**src/rtl/alu_seq.sv**
```systemverilog
// Flag-keeping ALU with carry-chained arithmetic, logic and shift ops, plus a multi-cycle
// shift-add multiplier behind a valid/ready handshake. Results and flags are registered.
module alu_seq #(
    parameter int unsigned WIDTH = 16,
    parameter int unsigned OPW   = 7
) (
    input  logic             clk,
    input  logic             rst,
    input  logic             in_valid,
    output logic             in_ready,
    input  logic [OPW-1:0]   op,
    input  logic [WIDTH-1:0] in1,
    input  logic [WIDTH-1:0] in2,
    output logic             out_valid,
    output logic [WIDTH-1:0] out,
    output logic             c_flag,
    output logic             z_flag,
    output logic             n_flag
);

    localparam int unsigned SW = $clog2(WIDTH);

    localparam logic [OPW-1:0] OpMv  = OPW'(0);
    localparam logic [OPW-1:0] OpAdd = OPW'(1);
    localparam logic [OPW-1:0] OpAdc = OPW'(2);
    localparam logic [OPW-1:0] OpSub = OPW'(3);
    localparam logic [OPW-1:0] OpAnd = OPW'(4);
    localparam logic [OPW-1:0] OpOr  = OPW'(5);
    localparam logic [OPW-1:0] OpXor = OPW'(6);
    localparam logic [OPW-1:0] OpShl = OPW'(7);
    localparam logic [OPW-1:0] OpShr = OPW'(8);
    localparam logic [OPW-1:0] OpMul = OPW'(9);

    typedef enum logic [0:0] {StIdle, StMul} state_e;

    state_e             state_q, state_d;
    logic [WIDTH-1:0]   out_q, out_d;
    logic               c_q, c_d;
    logic               z_q, z_d;
    logic               n_q, n_d;
    logic               out_valid_q, out_valid_d;
    logic [SW-1:0]      cnt_q, cnt_d;
    logic [WIDTH-1:0]   mcand_q, mcand_d;
    logic [2*WIDTH-1:0] acc_q, acc_d;

    logic               accept;
    logic [SW-1:0]      shamt;
    logic [WIDTH:0]     sum_w;
    logic [WIDTH:0]     shl_w;
    logic [WIDTH:0]     shr_w;
    logic [WIDTH-1:0]   alu_r;
    logic               alu_c;
    logic               alu_upd_c;
    logic               alu_upd_zn;
    logic [WIDTH:0]     mul_sum;
    logic [2*WIDTH-1:0] mul_next;

    assign in_ready  = (state_q == StIdle);
    assign accept    = in_valid && in_ready;
    assign out       = out_q;
    assign out_valid = out_valid_q;
    assign c_flag    = c_q;
    assign z_flag    = z_q;
    assign n_flag    = n_q;

    // The extra bit on each shifter catches the last bit shifted out.
    assign shamt = in2[SW-1:0];
    assign shl_w = {1'b0, in1} << shamt;
    assign shr_w = {in1, 1'b0} >> shamt;

    always_comb begin
        alu_r      = '0;
        alu_c      = c_q;
        alu_upd_c  = 1'b0;
        alu_upd_zn = 1'b0;
        sum_w      = '0;
        case (op)
            OpMv: begin
                alu_r = in1;
            end
            OpAdd: begin
                sum_w      = {1'b0, in1} + {1'b0, in2};
                alu_r      = sum_w[WIDTH-1:0];
                alu_c      = sum_w[WIDTH];
                alu_upd_c  = 1'b1;
                alu_upd_zn = 1'b1;
            end
            OpAdc: begin
                sum_w      = {1'b0, in1} + {1'b0, in2} + (WIDTH+1)'(c_q);
                alu_r      = sum_w[WIDTH-1:0];
                alu_c      = sum_w[WIDTH];
                alu_upd_c  = 1'b1;
                alu_upd_zn = 1'b1;
            end
            OpSub: begin
                // The top bit of the widened difference is the borrow.
                sum_w      = {1'b0, in1} - {1'b0, in2};
                alu_r      = sum_w[WIDTH-1:0];
                alu_c      = sum_w[WIDTH];
                alu_upd_c  = 1'b1;
                alu_upd_zn = 1'b1;
            end
            OpAnd: begin
                alu_r      = in1 & in2;
                alu_upd_zn = 1'b1;
            end
            OpOr: begin
                alu_r      = in1 | in2;
                alu_upd_zn = 1'b1;
            end
            OpXor: begin
                alu_r      = in1 ^ in2;
                alu_upd_zn = 1'b1;
            end
            OpShl: begin
                alu_r      = shl_w[WIDTH-1:0];
                alu_c      = shl_w[WIDTH];
                alu_upd_c  = (shamt != '0);
                alu_upd_zn = 1'b1;
            end
            OpShr: begin
                alu_r      = shr_w[WIDTH:1];
                alu_c      = shr_w[0];
                alu_upd_c  = (shamt != '0);
                alu_upd_zn = 1'b1;
            end
            default: begin
                alu_r = '0;
            end
        endcase
    end

    // One shift-add step: add the multiplicand into the high half when the LSB is set, shift right.
    assign mul_sum  = acc_q[0] ? ({1'b0, acc_q[2*WIDTH-1:WIDTH]} + {1'b0, mcand_q})
                               : {1'b0, acc_q[2*WIDTH-1:WIDTH]};
    assign mul_next = {mul_sum, acc_q[WIDTH-1:1]};

    always_comb begin
        state_d     = state_q;
        out_d       = out_q;
        c_d         = c_q;
        z_d         = z_q;
        n_d         = n_q;
        out_valid_d = 1'b0;
        cnt_d       = cnt_q;
        mcand_d     = mcand_q;
        acc_d       = acc_q;
        case (state_q)
            StIdle: begin
                if (accept) begin
                    if (op == OpMul) begin
                        mcand_d = in1;
                        acc_d   = {{WIDTH{1'b0}}, in2};
                        cnt_d   = SW'(WIDTH - 1);
                        state_d = StMul;
                    end else begin
                        out_d       = alu_r;
                        out_valid_d = 1'b1;
                        if (alu_upd_c) begin
                            c_d = alu_c;
                        end
                        if (alu_upd_zn) begin
                            z_d = (alu_r == '0);
                            n_d = alu_r[WIDTH-1];
                        end
                    end
                end
            end
            StMul: begin
                acc_d = mul_next;
                cnt_d = cnt_q - SW'(1);
                if (cnt_q == '0) begin
                    state_d     = StIdle;
                    out_d       = mul_next[WIDTH-1:0];
                    c_d         = (mul_next[2*WIDTH-1:WIDTH] != '0);
                    z_d         = (mul_next[WIDTH-1:0] == '0);
                    n_d         = mul_next[WIDTH-1];
                    out_valid_d = 1'b1;
                end
            end
            default: begin
                state_d = StIdle;
            end
        endcase
    end

    always_ff @(posedge clk or posedge rst) begin
        if (rst) begin
            state_q     <= StIdle;
            out_q       <= '0;
            c_q         <= 1'b0;
            z_q         <= 1'b0;
            n_q         <= 1'b0;
            out_valid_q <= 1'b0;
            cnt_q       <= '0;
            mcand_q     <= '0;
            acc_q       <= '0;
        end else begin
            state_q     <= state_d;
            out_q       <= out_d;
            c_q         <= c_d;
            z_q         <= z_d;
            n_q         <= n_d;
            out_valid_q <= out_valid_d;
            cnt_q       <= cnt_d;
            mcand_q     <= mcand_d;
            acc_q       <= acc_d;
        end
    end

endmodule

```
**config.mk**
```make
export PLATFORM = sky130hd
export DESIGN_NAME = alu_seq
export DESIGN_NICKNAME = d
export VERILOG_FILES = /design/src/rtl/alu_seq.sv
export SDC_FILE = /design/constraint.sdc
export NUM_CORES = 1
export LEC_CHECK = 0
export ABC_AREA = 1
export CORE_MARGIN = 3
export CORE_UTILIZATION = 45
export CTS_BUF_LIST = sky130_fd_sc_hd__clkbuf_4
export CTS_CLUSTER_SIZE = 28
export DETAILED_ROUTE_END_ITERATION = 16
export GPL_TIMING_DRIVEN = 0
export PLACE_DENSITY = 0.65
export SLEW_MARGIN = 15
export SYNTH_ARGS = -nofsm -noshare
export SYNTH_HDL_FRONTEND = slang
export SYNTH_SLANG_ARGS = --single-unit
```
**constraint.sdc**
```tcl
create_clock -name clk -period 3 [get_ports clk]
set_input_delay 0.45 -clock clk [delete_from_list [all_inputs] [get_ports clk]]
set_output_delay 0.45 -clock clk [all_outputs]
set_load 0.03 [all_outputs]
```
==> metrics.txt, run 1 <==
Required @ worst endpoint=roughly 3.4 ns; Root Buffer Master=clkbuf_4; Max clock buf depth=2; Final nets=between 1500 and 2000; initial antenna violation count=1; Finished Cell Area=10480 um2; Worst Setup Path Type=in2reg; Die Y-Extent=between 100 and 150 um; minimum clock period=roughly 2.9 ns; Port Buf Inserts=just over 60; share of cells above drive strength 1=between 10 and 15%; Synth Flop Type=dfrtp_1; fmax=between 0.3 and 0.4 GHz; CTS tree=done; CTS Sinks=between 70 and 80; simple-gate share of the synthesized area=about 44%; Critical Path Source Type=input pin; final setup fails=0; Clock Latency Late Sink=approximately 0.44 ns; final instance count without filler cells=between 1500 and 2000; Cell Count Post-Placement=roughly 1900; YS warnings=0; GRT met2 Usage=56.52%; Antenna Nets Post-Route=0; syn_area_per_cell=5.960 um2; drt total wl=38380 um; Synth async-reset ratio=between 90% and 100%; #FFs+latches synth=73; Power Total=approximately 4.7 mW; Remaining Overflow, GRT=0; largest cells by area after synthesis=dfrtp_1 20%, nand2_1 18%, nand3_1 12%; largest net degree at the start of global routing=58; DR DRC count=0; Fill cells=2205; Vias/cell=roughly 5.8; number of synthesized flops with an enable pin=0; final hold violations=0; Tcrit/Tclk final=a little over nine tenths; Post-DP HPWL=31310 um; met1 usage=45.83%; r2r setup slk=about 0.28 ns; leakage=around 5.4 nW; met3 Use GR=3.382%; Netlist Area Pre-Place=between 9000 and 10000 um2; clock skew=approximately 0.011 ns; Mapped Cells=1526; hold-fix buffers at CTS=0; outcome=finished, final reports clean; Worst setup EP type=register; post-synthesis compound-gate area fraction=approximately 14%; Slew Viols, Final=0; Routed WL per cell=approximately 20 um; top cell type's share of synthesized area=around a fifth; core area=slightly below 20000 um2; Syn Nets=1644; routability congestion estimate=just over 1; first-pass GRT wire length=roughly 60000 um; mux cell area share after synthesis=0.3302%; total track usage=approximately a third; Least-Margin Pin Slew=0.7553 ns; number of global-route vias before repair=10200; XOR/XNOR share of the synthesized area=0.5778%; PwrDens=about 450 nW/um2; Netlist cell types=between 40 and 50; Max-slew headroom=around half; GRT busiest layer=met2; adder-cell share of the synthesized area=10.70%; Area after DPL=just over 10000 um2; DR iter-0 viols=972; hold crit path type=in2async; cts bufs inserted=9; routed via count=10910; Die Area=between 20000 and 25000 um2; IO Count=63; H-tree levels=3; Initial Util=between 40% and 50%; row cnt=51; Die X=148.2 um; post-synthesis sequential area ratio=approximately a fifth; cell taking the most area after synthesis=dfrtp_1; first-pass detailed-route iteration total=5; clock slew at reported path FFs=around 0.13 ns; CP Data Arrival Time=3.25 ns; CP max FO=9; Final Core Density=a little over half; Max IR drop VDD=198.3 uV; Fin Hold WS=~0.28 ns; dominant combinational cell family by area after synthesis=simple AND/OR/NAND/NOR gates; area delta synth->final=15.26%; Max Cap Viol=0
==> flip-flops by register name, indices dropped and copies added (netlist names) <==
signal     flops
mcand_q       16
cnt_q          4
acc_q         32
c_flag         1
out           16
out_valid      1
state_q        1
z_flag         1
n_flag         1
==> final timing paths <==
| check | end | depth (start not counted) | from |
|---|---|---|---|
| worst max-delay path | z_flag$_DFFE_PP0P_ | 18 | in2[10] |
| min in group clk | mcand_q[3]$_DFFE_PP0P_ | 3 | in1[3] |
| max in group asynchronous | acc_q[19]$_DFFE_PP0P_ | 3 | rst |
| worst max register to register | c_flag$_DFFE_PP0P_ | 16 | mcand_q[0]$_DFFE_PP0P_ |
| worst min-delay path | n_flag$_DFFE_PP0P_ | 2 | rst |
| worst min register to register | out[1]$_DFFE_PP0P_ | 2 | out[1]$_DFFE_PP0P_ |
==> metal layers <==
layer  part of all wire, %  routed length, um
met5                     0                  0
met2                    45              17420
met1                    41              15730
met3                   8.5               3268
met4                   5.1               1959
==> power by group <==
part / leakage [nW] / total, mW / internal (mW) / switching (mW)
logic: 4.45 / 2.64 / 0.905 / 1.73
registers: 0.930 / 1.49 / 1.27 / 0.212
clock network: 0.0628 / 0.559 / 0.181 / 0.379
total: 5.45 / 4.68 / 2.36 / 2.32
==> critical path, cell delays in order <==
cell and delay (ns):
clkdlybuf4s50_1 0.54, inv_2 0.10, ha_1 0.27, clkbuf_4 0.20, nor2_1 0.10, inv_1 0.06, nor3_1 0.29, a21oi_4 0.13
buf_4 0.16, o21ai_0 0.16, nand2_1 0.07, nand2_1 0.07, nor2_1 0.04, nor2_1 0.10, nand2_1 0.13, nor2_1 0.13
nand3_1 0.11, a21oi_1 0.13
==> placed cells by master (no fill, tap or decap), drive strengths merged, types with 6 or more instances in the layout <==
master and instances:
o221ai 6, inv 174, nand4 16, o211ai 11, buf 33, a31oi 22, nand2 466, and2 6
dlymetal6s2s 6, xor2 6, ha 73, dfrtp 73, clkbuf 45, clkinv 6, nor2 185, clkdlybuf4s50 39
o21ai 95, nand3 217, a21oi 57, o22ai 16, nor3 10
==> synth_stat cells, drive strengths merged (2+ instances only) <==
cell    count
clkbuf     27
nor3       10
a31oi      22
mux2i       3
a22oi       2
nand3b      5
nand2     466
inv       175
or2         5
a21boi      2
a21o        3
ha         73
o211ai     11
nand4      16
clkinv      3
nand3     217
o21bai      4
dfrtp      73
xor2        6
nor2      185
o21ai      95
nor4        3
o22ai      16
o221ai      6
and2        6
buf        26
fa          3
a21oi      57
==> layout make-up <==
cell class / instances / area, um2 / area share (%)
antenna: 1 / 2.502 / 0.02387
buffer: 51 / 287.8 / 2.745
clock buffer: 10 / 75.07 / 0.7162
clock inverter: 6 / 42.54 / 0.4058
inverter: 178 / 690.7 / 6.589
multi-input combinational: 1222 / 6541 / 62.40
sequential: 73 / 1827 / 17.43
tap: 265 / 331.6 / 3.163
timing repair buffer: 71 / 684.4 / 6.529
==> timing repair <==
item / CTS / global route
gates resized for setup: 57 / 80
gates cloned: 0 / 0
endpoints found under the setup margin: 18 / 8
pin swaps: 1 / 8
buffers inserted: 3 / 5
==> cells by family (layout without fill, tap and decap cells) <==
family                   after synthesis  count (layout)
AND/OR/NAND/NOR                      913             913
AO/OA/AOI/OAI                        224             224
buffers and inverters                231             316
other                                  0               1
adder cells (fa/ha/maj)               76              76
multiplexers                           3               3
flip-flops                            73              73
XOR/XNOR                               6               6
==> stage by stage <==
stage               setup WS, ns   TNS, ns
CTS                     0.007901         0
detailed placement        -1.341    -17.03
global placement          -1.351    -54.64
global route            -0.01949  -0.01949
floorplan                 0.3193         0
finish                    0.1214         0
(Power assumes the default switching activity.)
==> inputs of run 2 (changes only) <==
ABC_CLOCK_PERIOD_IN_PS = 3000   (was default)
==> results of run 2 <==
No change in the layout: final DEF, timing and power equal those of run 1.
